### src/rtl/e203_exu_brslv_pipe.sv
// ---------------------------------------------------------------------------
// e203_exu_brslv_pipe
//
// Purpose:
//   Branch / flow-change resolution stage at the commit point. It receives
//   one committing instruction per cycle and decides whether the front end
//   must be flushed: a mispredicted branch/jump, fence.i, mret or dret. The
//   flush target and flush type are captured when the instruction is
//   accepted. The request is then held in a FLUSH state until the front end
//   acknowledges it, or until a higher-priority exception/interrupt flush
//   cancels it.
//
// Optional feature:
//   E203_BRSLV_PERFCNT_EN - when defined, builds two saturating counters:
//   accepted branches/jumps and accepted mispredicted branches/jumps.
//   When undefined, both counters read 0 and cnt_clr is ignored.
//
// Ports:
//   clk, rst                      clock, synchronous active-high reset
//   cmt_i_valid / cmt_i_ready     commit handshake
//   cmt_i_rv32                    1: 32-bit instruction, 0: 16-bit
//   cmt_i_dret/mret/fencei/bjp    instruction class
//   cmt_i_bjp_prdt / _rslv        predicted taken / resolved taken
//   cmt_i_pc, cmt_i_imm           instruction PC and branch offset
//   csr_epc_r, csr_dpc_r          return targets for mret / dret
//   nonalu_excpirq_flush_req_raw  higher-priority flush from exceptions/irqs
//   brchmis_flush_req/_ack/_pc    flush request handshake and target
//   cmt_mret/dret/fencei_ena      one-cycle pulse when that flush completes
//   cnt_clr, cnt_bjp, cnt_mispred performance counters
// ---------------------------------------------------------------------------
module e203_exu_brslv_pipe #(
    parameter int PC_W  = 32,
    parameter int IMM_W = 32,
    parameter int CNT_W = 16
) (
    input  logic             clk,
    input  logic             rst,

    input  logic             cmt_i_valid,
    output logic             cmt_i_ready,
    input  logic             cmt_i_rv32,
    input  logic             cmt_i_dret,
    input  logic             cmt_i_mret,
    input  logic             cmt_i_fencei,
    input  logic             cmt_i_bjp,
    input  logic             cmt_i_bjp_prdt,
    input  logic             cmt_i_bjp_rslv,
    input  logic [PC_W-1:0]  cmt_i_pc,
    input  logic [IMM_W-1:0] cmt_i_imm,
    input  logic [PC_W-1:0]  csr_epc_r,
    input  logic [PC_W-1:0]  csr_dpc_r,

    input  logic             nonalu_excpirq_flush_req_raw,
    output logic             brchmis_flush_req,
    input  logic             brchmis_flush_ack,
    output logic [PC_W-1:0]  brchmis_flush_pc,

    output logic             cmt_mret_ena,
    output logic             cmt_dret_ena,
    output logic             cmt_fencei_ena,

    input  logic             cnt_clr,
    output logic [CNT_W-1:0] cnt_bjp,
    output logic [CNT_W-1:0] cnt_mispred
);

    typedef enum logic {
        ST_IDLE  = 1'b0,
        ST_FLUSH = 1'b1
    } state_e;

    state_e          state_q;
    logic [PC_W-1:0] pc_q;
    logic            mret_q;
    logic            dret_q;
    logic            fencei_q;

    // -----------------------------------------------------------------------
    // Instruction decode
    // -----------------------------------------------------------------------
    logic bjp_mispred;
    logic need_flush;
    logic is_branch;
    logic accept;

    assign bjp_mispred = cmt_i_bjp & (cmt_i_bjp_prdt ^ cmt_i_bjp_rslv);
    assign need_flush  = bjp_mispred | cmt_i_fencei | cmt_i_mret | cmt_i_dret;
    assign is_branch   = cmt_i_bjp | cmt_i_fencei | cmt_i_mret | cmt_i_dret;

    // A pending exception/irq flush blocks only flow-change instructions; the
    // exception path has to see them first.
    assign cmt_i_ready = (state_q == ST_IDLE) &
                         (~nonalu_excpirq_flush_req_raw | ~is_branch);
    assign accept      = cmt_i_valid & cmt_i_ready;

    // -----------------------------------------------------------------------
    // Flush target selection (all additions wrap modulo 2^PC_W)
    // -----------------------------------------------------------------------
    logic [PC_W-1:0] seq_inc;
    logic [PC_W-1:0] seq_pc;
    logic [PC_W-1:0] br_pc;
    logic [PC_W-1:0] target_pc;

    assign seq_inc = cmt_i_rv32 ? PC_W'(4) : PC_W'(2);
    assign seq_pc  = cmt_i_pc + seq_inc;
    assign br_pc   = cmt_i_pc + cmt_i_imm[PC_W-1:0];

    // NOTE: every path of a combinational block must assign its outputs, or
    // synthesis infers a latch; the if/else chain ends in a plain else.
    always_comb begin
        if (cmt_i_dret) begin
            target_pc = csr_dpc_r;
        end else if (cmt_i_mret) begin
            target_pc = csr_epc_r;
        end else if (cmt_i_fencei) begin
            target_pc = seq_pc;
        end else if (cmt_i_bjp_prdt) begin
            // Predicted taken but resolved not taken: fall through.
            target_pc = seq_pc;
        end else begin
            // Predicted not taken but resolved taken: jump to the target.
            target_pc = br_pc;
        end
    end

    generate
        if (IMM_W > PC_W) begin : g_imm_hi
            // Offset bits above the PC width cannot affect a wrapped sum.
            logic unused_imm_hi;
            assign unused_imm_hi = |cmt_i_imm[IMM_W-1:PC_W];
        end
    endgenerate

    // -----------------------------------------------------------------------
    // Flush FSM
    // -----------------------------------------------------------------------
    // NOTE: state registers use non-blocking assignments so every flop
    // samples values from before the edge, independent of statement order.
    always_ff @(posedge clk) begin
        if (rst) begin
            state_q  <= ST_IDLE;
            pc_q     <= '0;
            mret_q   <= 1'b0;
            dret_q   <= 1'b0;
            fencei_q <= 1'b0;
        end else begin
            case (state_q)
                ST_IDLE: begin
                    if (accept && need_flush) begin
                        // CSR return targets are captured here, so later CSR
                        // writes cannot move a pending flush.
                        state_q  <= ST_FLUSH;
                        pc_q     <= target_pc;
                        mret_q   <= cmt_i_mret;
                        dret_q   <= cmt_i_dret;
                        fencei_q <= cmt_i_fencei;
                    end
                end
                ST_FLUSH: begin
                    // An exception/irq flush supersedes this flush, with or
                    // without an ack in the same cycle.
                    if (nonalu_excpirq_flush_req_raw || brchmis_flush_ack) begin
                        state_q <= ST_IDLE;
                    end
                end
                default: begin
                    state_q <= ST_IDLE;
                end
            endcase
        end
    end

    // Completion pulse: acknowledged, not cancelled, and not being reset.
    logic flush_done;

    assign flush_done = (state_q == ST_FLUSH) & brchmis_flush_ack &
                        ~nonalu_excpirq_flush_req_raw & ~rst;

    assign brchmis_flush_req = (state_q == ST_FLUSH) & ~nonalu_excpirq_flush_req_raw;
    assign brchmis_flush_pc  = pc_q;

    assign cmt_mret_ena   = flush_done & mret_q;
    assign cmt_dret_ena   = flush_done & dret_q;
    assign cmt_fencei_ena = flush_done & fencei_q;

    // -----------------------------------------------------------------------
    // Performance counters
    // -----------------------------------------------------------------------
`ifdef E203_BRSLV_PERFCNT_EN
    logic [CNT_W-1:0] cnt_bjp_q;
    logic [CNT_W-1:0] cnt_bjp_d;
    logic [CNT_W-1:0] cnt_mispred_q;
    logic [CNT_W-1:0] cnt_mispred_d;

    // Clear wins over increment; an increment at all-ones holds the value.
    always_comb begin
        cnt_bjp_d     = cnt_bjp_q;
        cnt_mispred_d = cnt_mispred_q;
        if (cnt_clr) begin
            cnt_bjp_d     = '0;
            cnt_mispred_d = '0;
        end else begin
            if (accept && cmt_i_bjp && !(&cnt_bjp_q)) begin
                cnt_bjp_d = cnt_bjp_q + CNT_W'(1);
            end
            if (accept && bjp_mispred && !(&cnt_mispred_q)) begin
                cnt_mispred_d = cnt_mispred_q + CNT_W'(1);
            end
        end
    end

    always_ff @(posedge clk) begin
        if (rst) begin
            cnt_bjp_q     <= '0;
            cnt_mispred_q <= '0;
        end else begin
            cnt_bjp_q     <= cnt_bjp_d;
            cnt_mispred_q <= cnt_mispred_d;
        end
    end

    assign cnt_bjp     = cnt_bjp_q;
    assign cnt_mispred = cnt_mispred_q;
`else
    logic unused_cnt_clr;

    assign unused_cnt_clr = cnt_clr;
    assign cnt_bjp        = '0;
    assign cnt_mispred    = '0;
`endif

endmodule

### config.mk
export PLATFORM = sky130hd
export DESIGN_NAME = e203_exu_brslv_pipe
export DESIGN_NICKNAME = d
export VERILOG_FILES = /design/src/rtl/e203_exu_brslv_pipe.sv
export SDC_FILE = /design/constraint.sdc
export NUM_CORES = 1
export LEC_CHECK = 0
export CAP_MARGIN = 20
export CORE_MARGIN = 2
export CORE_UTILIZATION = 43
export DETAILED_ROUTE_END_ITERATION = 12
export PLACE_DENSITY = 0.83
export SYNTH_ARGS = -nofsm -noshare
export SYNTH_HDL_FRONTEND = slang
export SYNTH_SLANG_ARGS = --single-unit
### constraint.sdc
create_clock -name clk -period 4.15 [get_ports clk]
set_input_delay 1.245 -clock clk [delete_from_list [all_inputs] [get_ports clk]]
set_output_delay 1.245 -clock clk [all_outputs]
set_load 0.1 [all_outputs]
==> flow_summary.yaml <==
global_routing:
  grt_pass1_vias: 5085
  grt-ovfl-total: 0
  grt_pass1_wl_mm: 25.52
  grtUsageTotal_pct: 27.62
  globalRouteMet1Util_pct: 38.18
  grt_max_degree: 43
  top_usage_layer: "met2"
  antenna_found_initial: 0
  grt_util_met3_pct: 3.040
  grt_use_met2_pct: 45.54
setup_path:
  crit_top_cell: "o21bai_1"
  crit_fanout: 4
  endpoint_kind: "flip-flop"
  r2r_slack_ns: 2.16
  critPathTopFamily: "compound AO/OA/AOI/OAI gates"
  cpMaxStageDelayCell: "a2111oi_1"
  arrival_ns: 4.23
  critPathRequiredTime_ns: 4.30
  regToRegStartpoint: "state_q$_SDFF_PP0_"
  worstSetupPathType: "primary input to flip-flop"
  r2r-end: "brchmis_flush_pc[19]$_SDFFE_PP0P_"
  crit_path_start_kind: "primary input"
  rr_worst_depth: 6
  critPathBufInv: 2
  slowest_delay_ns: 0.64
  crit_chain: "clkdlybuf4s50_1, ha_1, a21o_1, a21oi_1, o21bai_1, a31o_2, a31oi_1, o21bai_1, xor2_1, a2111oi_1, buf_4, nor4_1"
synth:
  ys.warnings.count: 0
  synthSimpleGateAreaFrac_pct: 22.69
  ys.flop_type: "dfxtp_1"
  netlist_area_mm2: 0.004561
  yosysSeqAreaShare_pct: 15.80
  synthArstFlopShare_pct: 0
  synth_cells: 623
  synth_compound_area_share_pct: 30.21
  synth_xor_area_share_pct: 10.56
  avgSynthCellArea_um2: 7.320
  ys_ff_latch: 36
  yosysUniqueCellTypes: 71
  synth.area.mux_share_pct: 1.536
  synth.top_cell.area_share_pct: 15.80
  synth_top_family_by_area: "compound AO/OA/AOI/OAI gates"
  yosys.area.top_type: "dfxtp_1"
  synth_area_leaders: "dfxtp_1 16%, ha_1 9.1%, a21oi_1 6.7%"
  ys_top_cells_by_count: "61 x a21oi_1, 61 x nor2_1, 60 x nand2_1, 36 x dfxtp_1"
  synth_enable_flop_cells: 0
  synthAdderAreaFrac_pct: 9.931
routing:
  drc: 0
  wire_per_inst_um: 16.94
  routed_via_density: 5.668
  wl_mm: 16.28
  drt_pass1_iterations: 4
  drt-initial-drc-count: 363
  vias: 5447
  ant_nets: 0
timing:
  hold_viol_final: 0
  fin_setup_tns_ns: 0
  post-route-period-util_pct: 98.33
  whs_ns: 0.4577
  skew_ns: 0.005711
  finalCriticalPeriod_ns: 4.081
  worst_slack_ns: 0.06938
  tightest_slew_ns: 1.033
  setup_violations: 0
  slew_viol_final: 0
  fmax_mhz: 245.1
  slew_headroom_pct: 30.90
place:
  place_hpwl_mm: 13.29
  place_congestion: 0.9653
  pre_cts_ws_ns: -0.2326
  numPortBuffers: 176
  placed_area_mm2: 0.006671
  dp.cells: 953
power_and_ir_drop:
  max-vdd-ir-drop_mv: 0.1732
  p_total_mw: 1.711
  power_leakage_nw: 2.744
  powerDensity_mw_per_mm2: 251.4
clocking:
  cts.sinks: 36
  root_buffer: "clkbuf_8"
  clk_pin_slew_worst_paths_ns: 0.07
  htree_levels: 2
  cts_buffers: 5
  hold_buffers: 0
  clock_latency_ns: 0.28
  cts_setup_buffers: 0
  clock_path_buffers: 2
  cts_tree: "built"
  cts-resized-gates: 0
final_layout:
  final_util_pct: 65.91
  num-nets-final: 1000
  finalNonFillerCells: 961
  multi_input_comb_area_mm2: 0.003566
  area_growth_pct: 49.19
  drive_above_1_share_pct: 10.55
  diodes: 0
  fillers: 889
  design_area_mm2: 0.006804
  final-seq-area_um2: 720.7
worst_hold_path:
  hp-start: "fencei_q$_SDFFE_PP0P_"
  hold_path.class: "flip-flop to flip-flop"
  hold_end: "fencei_q$_SDFFE_PP0P_"
  holdPathStages: 2
floorplanning:
  die_w_um: 107.0
  initial_utilization_pct: 44.18
  coreArea_mm2: 0.01032
  rows: 37
  fp.dieH_um: 107.0
  pin_count: 210
  dieArea_mm2: 0.01145
flow_run:
  maxCapViolCount: 0
run_status:
  status: "finished, final reports clean"
[report_power, final]
part           switching, mW  internal, mW
Sequential            0.0147         0.371
Combinational          0.649         0.374
Clock                  0.123         0.178
Total                  0.787         0.924
[per-layer routing]
layer,wire (um),up-vias
li1,-,2634
met1,7224,2533
met2,7527,256
met3,1156,24
met4,370,0
met5,0,-
[worst reg2reg max path, stage by stage (launching register included)]
cell and delay (ns):
dfxtp_1 0.34, a21oi_4 0.19, and3b_1 0.22, nand2_1 0.20, a2111oi_1 0.64, buf_4 0.22, nor4_1 0.04
[placed cells by master, fill, tap and decap left out, drive strengths merged, types with 17 or more instances in the layout]
master	instances
nand3	27
nor2	62
buf	56
clkdlybuf4s50	171
o21ai	33
dfxtp	36
xor2	33
a21oi	63
nand2	60
conb	32
ha	33
a21o	17
xnor2	22
[how the worst max path moves through the flow]
| stage | start | to | slack (ns) | cells after the start |
|---|---|---|---|---|
| detailed placement | cmt_i_pc[0] | brchmis_flush_pc[30]$_SDFFE_PP0P_ | -0.23 | 12 |
| finish | cmt_i_pc[1] | brchmis_flush_pc[19]$_SDFFE_PP0P_ | 0.07 | 12 |
| floorplan | nonalu_excpirq_flush_req_raw | cmt_dret_ena | 0.13 | 3 |
| CTS | cmt_i_pc[0] | brchmis_flush_pc[30]$_SDFFE_PP0P_ | 0.07 | 12 |
| global placement | cmt_i_pc[1] | brchmis_flush_pc[19]$_SDFFE_PP0P_ | -0.22 | 12 |
| global route | cmt_i_pc[1] | brchmis_flush_pc[19]$_SDFFE_PP0P_ | -0.06 | 12 |
[state kept, by name (all words and copies together), names as in the netlist]
signal	flops
brchmis_flush_pc	32
dret_q	1
fencei_q	1
mret_q	1
state_q	1
[cell families after synthesis]
kind of cell | Yosys count
AND/OR/NAND/NOR | 213
multiplexers | 7
buffers and inverters | 75
XOR/XNOR | 55
AO/OA/AOI/OAI | 201
flip-flops | 36
adder cells (fa/ha/maj) | 35
other | 1
[area by class of cell]
cell class	count	share of cell area, %
Clock inverter	2	0.5149
Timing Repair Buffer	227	32.31
Sequential cell	36	10.59
Multi-Input combinational cell	543	52.41
Inverter	11	0.6068
Tap cell	136	2.501
Clock buffer	6	1.067
No activity file was read; power rests on OpenSTA's default activity.
==> RTL change, RTL diff (same settings) <==
Register the input `nonalu_excpirq_flush_req_raw` before use, without a reset. The logic sees it one clock later. The other inputs are not delayed to match.
--- a/src/rtl/e203_exu_brslv_pipe.sv
+++ b/src/rtl/e203_exu_brslv_pipe.sv
@@ -69,6 +69,12 @@
         ST_FLUSH = 1'b1
     } state_e;
 
+    logic nonalu_excpirq_flush_req_raw_q;
+
+    always_ff @(posedge clk) begin
+        nonalu_excpirq_flush_req_raw_q <= nonalu_excpirq_flush_req_raw;
+    end
+
     state_e          state_q;
     logic [PC_W-1:0] pc_q;
     logic            mret_q;
@@ -90,7 +96,7 @@
     // A pending exception/irq flush blocks only flow-change instructions; the
     // exception path has to see them first.
     assign cmt_i_ready = (state_q == ST_IDLE) &
-                         (~nonalu_excpirq_flush_req_raw | ~is_branch);
+                         (~nonalu_excpirq_flush_req_raw_q | ~is_branch);
     assign accept      = cmt_i_valid & cmt_i_ready;
 
     // -----------------------------------------------------------------------
@@ -159,7 +165,7 @@
                 ST_FLUSH: begin
                     // An exception/irq flush supersedes this flush, with or
                     // without an ack in the same cycle.
-                    if (nonalu_excpirq_flush_req_raw || brchmis_flush_ack) begin
+                    if (nonalu_excpirq_flush_req_raw_q || brchmis_flush_ack) begin
                         state_q <= ST_IDLE;
                     end
                 end
@@ -174,9 +180,9 @@
     logic flush_done;
 
     assign flush_done = (state_q == ST_FLUSH) & brchmis_flush_ack &
-                        ~nonalu_excpirq_flush_req_raw & ~rst;
-
-    assign brchmis_flush_req = (state_q == ST_FLUSH) & ~nonalu_excpirq_flush_req_raw;
+                        ~nonalu_excpirq_flush_req_raw_q & ~rst;
+
+    assign brchmis_flush_req = (state_q == ST_FLUSH) & ~nonalu_excpirq_flush_req_raw_q;
     assign brchmis_flush_pc  = pc_q;
 
     assign cmt_mret_ena   = flush_done & mret_q;
Behaviour: not the same (Yosys sat finds a counterexample within 4 cycles, from zero or initial values and one cycle with rst high).
==> RTL change against the original RTL <==
- design area is 0.35% lower
- largest power group unchanged
- routed wire length hardly changed
- sequential cell count is 1 higher
- total power is 2.9% lower
- largest cell class unchanged
- worst setup slack worse by 0.0013 ns
- non-clock buffer count is 1 higher
- via count is 0.44% lower
- area after synthesis is 0.44% higher
==> RTL change: results (changes against the original RTL) <==
status completed; largest cells by area after synthesis dfxtp_1 16%, ha_1 9.0%, a21oi_1 6.7%; Post-DP HPWL 13.4 mm (+0.74%); share of cells above drive strength 1 10.3% (-0.27 points); WP data arrival 4.25 ns (+0.02 ns); vias 5423 (-0.44%); Synth Area in XOR/XNOR 10.5% (-0.046 points); maximum VDD drop 0.000177 V (+2.1%); Critical Path Max Stage Delay 0.43 ns (-0.21 ns); Post-synth top cells 61 x a21oi_1, 61 x nor2_1, 60 x nand2_1; launch point of the worst reg-to-reg path nonalu_excpirq_flush_req_raw_q; placed instance area 6680 um2 (+0.11%); Slew HR 31.1% (+0.23 points); Hold Crit Start brchmis_flush_pc[2]; adder-cell share of the synthesized area 9.89% (-0.043 points); ant diodes 0 (unchanged); slowest CP cell clkdlybuf4s50_1; CP max FO 3 (-1); R2R depth 7 (+1); WL per Instance 16.9 um (-0.24%); Filler Cells Inserted 928 (+4.4%); initial drt markers 351 (-3.3%); Synth Area in Compound Gates 30.1% (-0.13 points); Fin Clk Skew 0.00689 ns (+0.00118 ns); gr usage total 27.6% (about the same); reg-to-reg endpoint brchmis_flush_pc[31]; Setup crit start cmt_i_pc[0]; first-pass GRT wire length 25.7 mm (+0.54%); vias in the first global route 5255 (+3.3%); Placer Congestion 0.995 (+3.1%); First-pass DRT Iterations 5 (+1); r2r setup slk 2.24 ns (+0.08 ns); register area share after synthesis 16.2% (+0.37 points); LEAKAGE 2.75 nW (about the same); Clock Tree Buf Depth 2 (unchanged); crit path capture brchmis_flush_pc[30]; fin nets 1002 (+0.20%)
==> RTL change: power by group <==
| part | internal, mW | switching, mW |
|---|---|---|
| Clock | 0.116 | 0.123 |
| Combinational | 0.376 | 0.648 |
| Sequential | 0.381 | 0.0159 |
| Total | 0.874 | 0.788 |
==> RTL change: cell type report <==
class,count,share of cell area (%)
clock buffer,6,1.07
multi-input combinational,543,52.4
inverter,11,0.609
timing repair buffer,228,32.3
tap,136,2.51
clock inverter,2,0.148
sequential,37,10.9
==> RTL change: through the flow <==
| stage | std cells | power, mW | setup WS, ns | utilization [%] |
|---|---|---|---|---|
| 6_report | 963 | 1.66 | 0.0681 | 65.7 |
| 5_1_grt | 963 | 1.75 | -0.0343 | 65.7 |
| 4_1_cts | 963 | 1.66 | 0.0339 | 65.5 |
| 3_5_place_dp | 955 | 1.41 | -0.260 | 64.7 |
| 3_3_place_gp | 955 | 1.40 | -0.181 | 64.7 |
| 2_1_floorplan | 655 | 1.08 | 0.0187 | - |
==> RTL change: metal layers <==
layer  vias to the layer above  track usage [%]  share of wire, %
met4                         0             9.00               2.5
met2                       274             46.9                47
met1                      2482             36.7                44
met5                         -                0                 0
li1                       2635                -                 -
met3                        32             2.61               7.2
==> RTL change: kinds of logic (layout without fill, tap and decap cells) <==
logic type               after synthesis  in the layout
buffers and inverters                 75            247
XOR/XNOR                              55             55
AND/OR/NAND/NOR                      213            213
multiplexers                           7              7
flip-flops                            37             37
other                                  1             32
adder cells (fa/ha/maj)               35             35
AO/OA/AOI/OAI                        201            201
==> RTL change: what timing repair did <==
item / 4_1_cts / 5_1_grt
endpoints found under the setup margin: 0 / 6
hold endpoints to repair: 0 / 0
gates resized for setup: 0 / 3
